--- src/rtl/rv_pkg.sv ---
// rv_pkg: RISC-V opcode constants, decode format enum and registered decode bundle type
package rv_pkg;
  localparam logic [6:0] OPC_OP     = 7'b0110011;
  localparam logic [6:0] OPC_OP_IMM = 7'b0010011;
  localparam logic [6:0] OPC_LOAD   = 7'b0000011;
  localparam logic [6:0] OPC_STORE  = 7'b0100011;
  localparam logic [6:0] OPC_BRANCH = 7'b1100011;
  localparam logic [6:0] OPC_JAL    = 7'b1101111;
  localparam logic [6:0] OPC_JALR   = 7'b1100111;
  localparam logic [6:0] OPC_LUI    = 7'b0110111;
  localparam logic [6:0] OPC_AUIPC  = 7'b0010111;
  localparam logic [6:0] OPC_SYSTEM = 7'b1110011;
  localparam logic [6:0] OPC_FENCE  = 7'b0001111;
  typedef enum logic [2:0] {
    FMT_NONE = 3'd0,
    FMT_R    = 3'd1,
    FMT_I    = 3'd2,
    FMT_S    = 3'd3,
    FMT_B    = 3'd4,
    FMT_U    = 3'd5,
    FMT_J    = 3'd6
  } fmt_e;
  typedef struct packed {
    logic [6:0] opcode;
    logic [4:0] rd;
    logic [4:0] rs1;
    logic [4:0] rs2;
    logic [2:0] funct3;
    logic [6:0] funct7;
    fmt_e       fmt;
    logic       illegal;
  } dec_t;
endpackage

--- src/rtl/rv_imm_gen.sv ---
// rv_imm_gen: combinational format classifier and sign-extended immediate builder (instr in; imm, fmt, illegal out)
module rv_imm_gen import rv_pkg::*; #(
  parameter int XLEN = 32
) (
  input  logic [31:0]     instr,
  output logic [XLEN-1:0] imm,
  output fmt_e            fmt,
  output logic            illegal
);
  logic [6:0]  op;
  logic [31:0] i32;
  assign op = instr[6:0];
  assign fmt = op == OPC_OP ? FMT_R :
               (op == OPC_OP_IMM || op == OPC_LOAD || op == OPC_JALR ||
                op == OPC_SYSTEM || op == OPC_FENCE) ? FMT_I :
               op == OPC_STORE ? FMT_S :
               op == OPC_BRANCH ? FMT_B :
               (op == OPC_LUI || op == OPC_AUIPC) ? FMT_U :
               op == OPC_JAL ? FMT_J : FMT_NONE;
  assign illegal = fmt == FMT_NONE;
  assign i32 = fmt == FMT_I ? {{20{instr[31]}}, instr[31:20]} :
               fmt == FMT_S ? {{20{instr[31]}}, instr[31:25], instr[11:7]} :
               fmt == FMT_B ? {{19{instr[31]}}, instr[31], instr[7], instr[30:25], instr[11:8], 1'b0} :
               fmt == FMT_U ? {instr[31:12], 12'b0} :
               fmt == FMT_J ? {{11{instr[31]}}, instr[31], instr[19:12], instr[20], instr[30:21], 1'b0} :
               32'd0;
  assign imm = XLEN'($signed(i32));
endmodule

--- src/rtl/rv_decode_stage.sv ---
// rv_decode_stage: registered valid/ready decode stage (fetch in: instr_i/pc_i, execute out: fields/imm_o/fmt_o/illegal_o); RV_DECODE_SKID_EN adds a skid entry and registered ready_o
module rv_decode_stage import rv_pkg::*; #(
  parameter int XLEN = 32
) (
  input  logic            clk_i,
  input  logic            rst_ni,
  input  logic            flush_i,
  input  logic            valid_i,
  output logic            ready_o,
  input  logic [31:0]     instr_i,
  input  logic [XLEN-1:0] pc_i,
  output logic            valid_o,
  input  logic            ready_i,
  output logic [XLEN-1:0] pc_o,
  output logic [6:0]      opcode_o,
  output logic [4:0]      rd_o,
  output logic [4:0]      rs1_o,
  output logic [4:0]      rs2_o,
  output logic [2:0]      funct3_o,
  output logic [6:0]      funct7_o,
  output logic [XLEN-1:0] imm_o,
  output logic [2:0]      fmt_o,
  output logic            illegal_o
);
  dec_t            d_in, d_q;
  fmt_e            fmt_in;
  logic            ill_in, take;
  logic [XLEN-1:0] imm_in, imm_q, pc_q;
  rv_imm_gen #(.XLEN(XLEN)) u_imm (
    .instr   (instr_i),
    .imm     (imm_in),
    .fmt     (fmt_in),
    .illegal (ill_in)
  );
  assign d_in = '{opcode: instr_i[6:0], rd: instr_i[11:7], rs1: instr_i[19:15], rs2: instr_i[24:20],
                  funct3: instr_i[14:12], funct7: instr_i[31:25], fmt: fmt_in, illegal: ill_in};
  assign {opcode_o, rd_o, rs1_o, rs2_o, funct3_o, funct7_o} = {d_q.opcode, d_q.rd, d_q.rs1, d_q.rs2, d_q.funct3, d_q.funct7};
  assign fmt_o = d_q.fmt;
  assign illegal_o = d_q.illegal;
  assign pc_o = pc_q;
  assign imm_o = imm_q;
  assign take = valid_i && ready_o && !flush_i;
`ifdef RV_DECODE_SKID_EN
  dec_t            d_s;
  logic [XLEN-1:0] imm_s, pc_s;
  logic            skid_v;
  assign ready_o = !skid_v;
  always_ff @(posedge clk_i or negedge rst_ni)
    if (!rst_ni) begin
      valid_o <= 1'b0;
      skid_v <= 1'b0;
      {d_q, pc_q, imm_q} <= '0;
      {d_s, pc_s, imm_s} <= '0;
    end else if (flush_i) begin
      valid_o <= 1'b0;
      skid_v <= 1'b0;
    end else if (!valid_o || ready_i) begin
      valid_o <= skid_v || take;
      skid_v <= 1'b0;
      if (skid_v) {d_q, pc_q, imm_q} <= {d_s, pc_s, imm_s};
      else if (take) {d_q, pc_q, imm_q} <= {d_in, pc_i, imm_in};
    end else if (take) begin
      skid_v <= 1'b1;
      {d_s, pc_s, imm_s} <= {d_in, pc_i, imm_in};
    end
`else
  assign ready_o = !valid_o || ready_i;
  always_ff @(posedge clk_i or negedge rst_ni)
    if (!rst_ni) begin
      valid_o <= 1'b0;
      {d_q, pc_q, imm_q} <= '0;
    end else if (flush_i) begin
      valid_o <= 1'b0;
    end else if (ready_o) begin
      valid_o <= take;
      if (take) {d_q, pc_q, imm_q} <= {d_in, pc_i, imm_in};
    end
`endif
endmodule

--- config.mk ---
export PLATFORM = sky130hd
export DESIGN_NAME = rv_decode_stage
export DESIGN_NICKNAME = d
export VERILOG_FILES = /design/src/rtl/rv_pkg.sv /design/src/rtl/rv_imm_gen.sv /design/src/rtl/rv_decode_stage.sv
export SDC_FILE = /design/constraint.sdc
export NUM_CORES = 1
export LEC_CHECK = 0
export CORE_ASPECT_RATIO = 1.75
export CORE_UTILIZATION = 25
export DETAILED_ROUTE_END_ITERATION = 7
export DONT_BUFFER_PORTS = 1
export REMOVE_ABC_BUFFERS = 1
export SLEW_MARGIN = 20
export SYNTH_ARGS = -nofsm -noshare
export SYNTH_HDL_FRONTEND = slang
export SYNTH_SLANG_ARGS = --single-unit
--- constraint.sdc ---
create_clock -name clk_i -period 2.2 [get_ports clk_i]
set_input_delay 0.22 -clock clk_i [delete_from_list [all_inputs] [get_ports clk_i]]
set_output_delay 0.22 -clock clk_i [all_outputs]
set_load 0.005 [all_outputs]
==> metrics.yaml <==
clock_network:
  cts_tree: "yes"
  h-tree-depth: 3
  clkSlewWorstSetupHoldPaths_ns: 0.07
  post_cts_resized: 0
  cts_hold_buf: 62
  cts_setup_buffers: 0
  insertion_delay_ns: 0.35
  cts.sinks: 101
  cts_buffer_depth: 2
  cts-root-buf: "clkbuf_16"
  numCtsBuffers: 9
yosys:
  ys_top_cells_by_area: "dfrtp_1, nand2_1, nor2_1"
  syn_avg_cell_area_um2: 8.966
  synthMuxAreaShare: 0
  synth_top_family_by_area: "simple AND/OR/NAND/NOR gates"
  synth_top_area_cell: "dfrtp_1"
  netlist_area_um2: 4214
  synth_top_area_frac: 0.5998
  synth-seq-cells: 101
  synth_cells: 470
  synthArstFlopShare: 1.000
  synth_compound_area_frac: 0.1105
  synth_xor_area_frac: 0.004157
  yosys.area_share.adder: 0
  synth_edf_count: 0
  yosys_most_used_dff: "dfrtp_1"
  ys_warn_count: 0
  synthSimpleGateAreaFrac: 0.2515
  ys_types: 37
  yosysSeqAreaShare: 0.5998
timing:
  whs_ns: -0.4347
  worstMarginPinSlew_ns: 0.7087
  finalCriticalPeriod_ns: 1.815
  skew_ns: 0.01456
  max_slew_margin: 0.5153
  setup_slack_ns: 0.3854
  finalSetupViolCount: 0
  hold_viol: 101
  rsz0062_at_grt: "false"
  fmax_mhz: 551.1
  report.final.slew_viol_count: 0
  setup_tns_ns: 0
  fin_crit_sh: 0.8248
die:
  die_h_um: 173.8
  initial_core_util: 0.2562
  die_w_um: 100.1
  ios: 171
  dieArea_um2: 17400
  num_rows: 62
  core_um2: 16450
detailed_routing:
  drt-initial-drc-count: 208
  post_drt_wl_per_cell_um: 16.36
  drt_pass1_iterations: 5
  viasPerCell: 4.582
  drc: 0
  totalWireLength_mm: 12.31
  ant_nets: 0
  vias: 3446
cells_and_area:
  regArea_um2: 2527
  diodes: 0
  area_delta_synth_final_pct: 29.16
  multi_input_area_um2: 1554
  fillCellCount: 1690
  drive_above_1_share: 0.07765
  num-nets-final: 593
power_and_ir_drop:
  irDropWorstVdd_uv: 323.2
  power.density_nw_per_um2: 851.4
  power_leakage_uw: 0.002591
global_routing:
  antenna_found_initial: 0
  grt.total_usage: 0.1438
  grt_pass1_vias: 3547
  grt_max_degree: 102
  grt-ovfl-total: 0
  grt_pass1_wl_mm: 18.84
setup_path:
  timing.rr.end: "imm_o[1]$_DFFE_PN0P_"
  worst-path-max-fanout: 52
  reg2reg_slack_ns: 0.39
  r2r_start: "valid_o$_DFFE_PN0P_"
  cp-start-kind: "flop"
  worstPathArrival_ns: 2.10
  crit_type: "flop to flop"
  cp-end-kind: "flop"
  required_ns: 2.48
  reg2reg_depth: 7
outcome:
  violations: "negative hold slack"
  status: "finished, violations left"
min_path:
  hold_class: "primary input to asynchronous set/reset pin"
placed_design:
  gp_congestion: 0.8516
  port_buffers: 0
  dp_hpwl_mm: 8.176
  place_ws_ns: 0.3798
run:
  max_cap_violations: 0
cell type report:
class | count | share of cell area
sequential | 101 | 0.4644
tap | 224 | 0.05149
clock inverter | 5 | 0.01977
multi-input combinational | 335 | 0.2855
timing repair buffer | 74 | 0.1329
inverter | 3 | 0.002069
clock buffer | 10 | 0.04391
worst max-delay path: stages, from the launching register on:
cell	delay, ns
dfrtp_1	0.39
nor2b_1	0.17
inv_1	0.09
nand3b_1	0.13
buf_12	0.21
nor3_1	0.43
a22o_1	0.22
a21o_1	0.09
through the flow:
stage	power [uW]	instance area (um^2)	std cells	util	hold WS (ns)
CTS	4702	5443	752	0.3309	-0.4551
floorplan	2594	4081	439	-	-0.07559
global placement	2719	4476	675	0.2721	-0.07263
global route	4858	5443	752	0.3309	-0.4580
detailed placement	2746	4476	675	0.2721	-0.07221
finish	4634	5443	752	0.3309	-0.4347
how the worst max path moves through the flow:
stage | endpoint | cells after the start | start | slack [ns]
after floorplan | imm_o[1]$_DFFE_PN0P_ | 5 | valid_o$_DFFE_PN0P_ | -4.55
after global placement | imm_o[16]$_DFFE_PN0P_ | 5 | instr_i[5] | 0.47
after detailed placement | imm_o[1]$_DFFE_PN0P_ | 7 | valid_o$_DFFE_PN0P_ | 0.38
after CTS | imm_o[1]$_DFFE_PN0P_ | 7 | valid_o$_DFFE_PN0P_ | 0.36
after global routing | imm_o[1]$_DFFE_PN0P_ | 7 | valid_o$_DFFE_PN0P_ | 0.28
final | imm_o[1]$_DFFE_PN0P_ | 7 | valid_o$_DFFE_PN0P_ | 0.39
sequential cells by signal, summed over array words and instances, names as in the netlist:
name	count
imm_o	32
rs1_o	5
fmt_o	3
funct7_o	7
rd_o	5
valid_o	1
funct3_o	3
pc_o	32
illegal_o	1
rs2_o	5
opcode_o	7
layout by cell type (no fill, tap or decap), types with 2 or more instances in the layout:
master,netlist,routed
and3_1,4,4
bufinv_16,0,3
a21o_1,5,5
a22o_1,5,5
nor2_1,30,30
nand2b_1,3,3
nand3b_1,3,3
xnor2_1,2,2
nand2_1,213,213
nor3_1,3,3
o21a_1,2,2
a21oi_1,11,11
dlygate4sd3_1,0,62
inv_1,3,3
a21oi_2,8,8
nand3_1,2,2
o21ai_0,14,14
dfrtp_1,101,101
buf_4,1,11
clkbuf_16,0,9
a31oi_1,14,14
synth_stat cells (4+ instances only):
| master | n |
|---|---|
| and3_1 | 4 |
| a21oi_2 | 8 |
| a22o_1 | 5 |
| nor2_1 | 30 |
| nand2_1 | 213 |
| a31oi_1 | 14 |
| o21ai_0 | 14 |
| buf_2 | 4 |
| a21oi_1 | 11 |
| dfrtp_1 | 101 |
| a21o_1 | 5 |
| clkbuf_1 | 22 |
cell families after synthesis:
family / after synthesis
xor+xnor: 2
buf+inv: 34
flops: 101
simple gates: 266
compound gates: 67
per-layer routing:
metal	vias to the layer above	routed length [um]	track usage
met1	1639	4678	0.1582
met3	27	806	0.03871
li1	1622	-	-
met4	0	447	0.08273
met5	-	0	0
met2	158	6373	0.2449
report_power, final:
part	leakage [uW]	internal [uW]	switching [uW]
registers	0.00126	2100	220
clock network	0.000169	1140	691
logic	0.00116	226	251
total	0.00259	3470	1160
No activity file was read; power rests on OpenSTA's default activity.
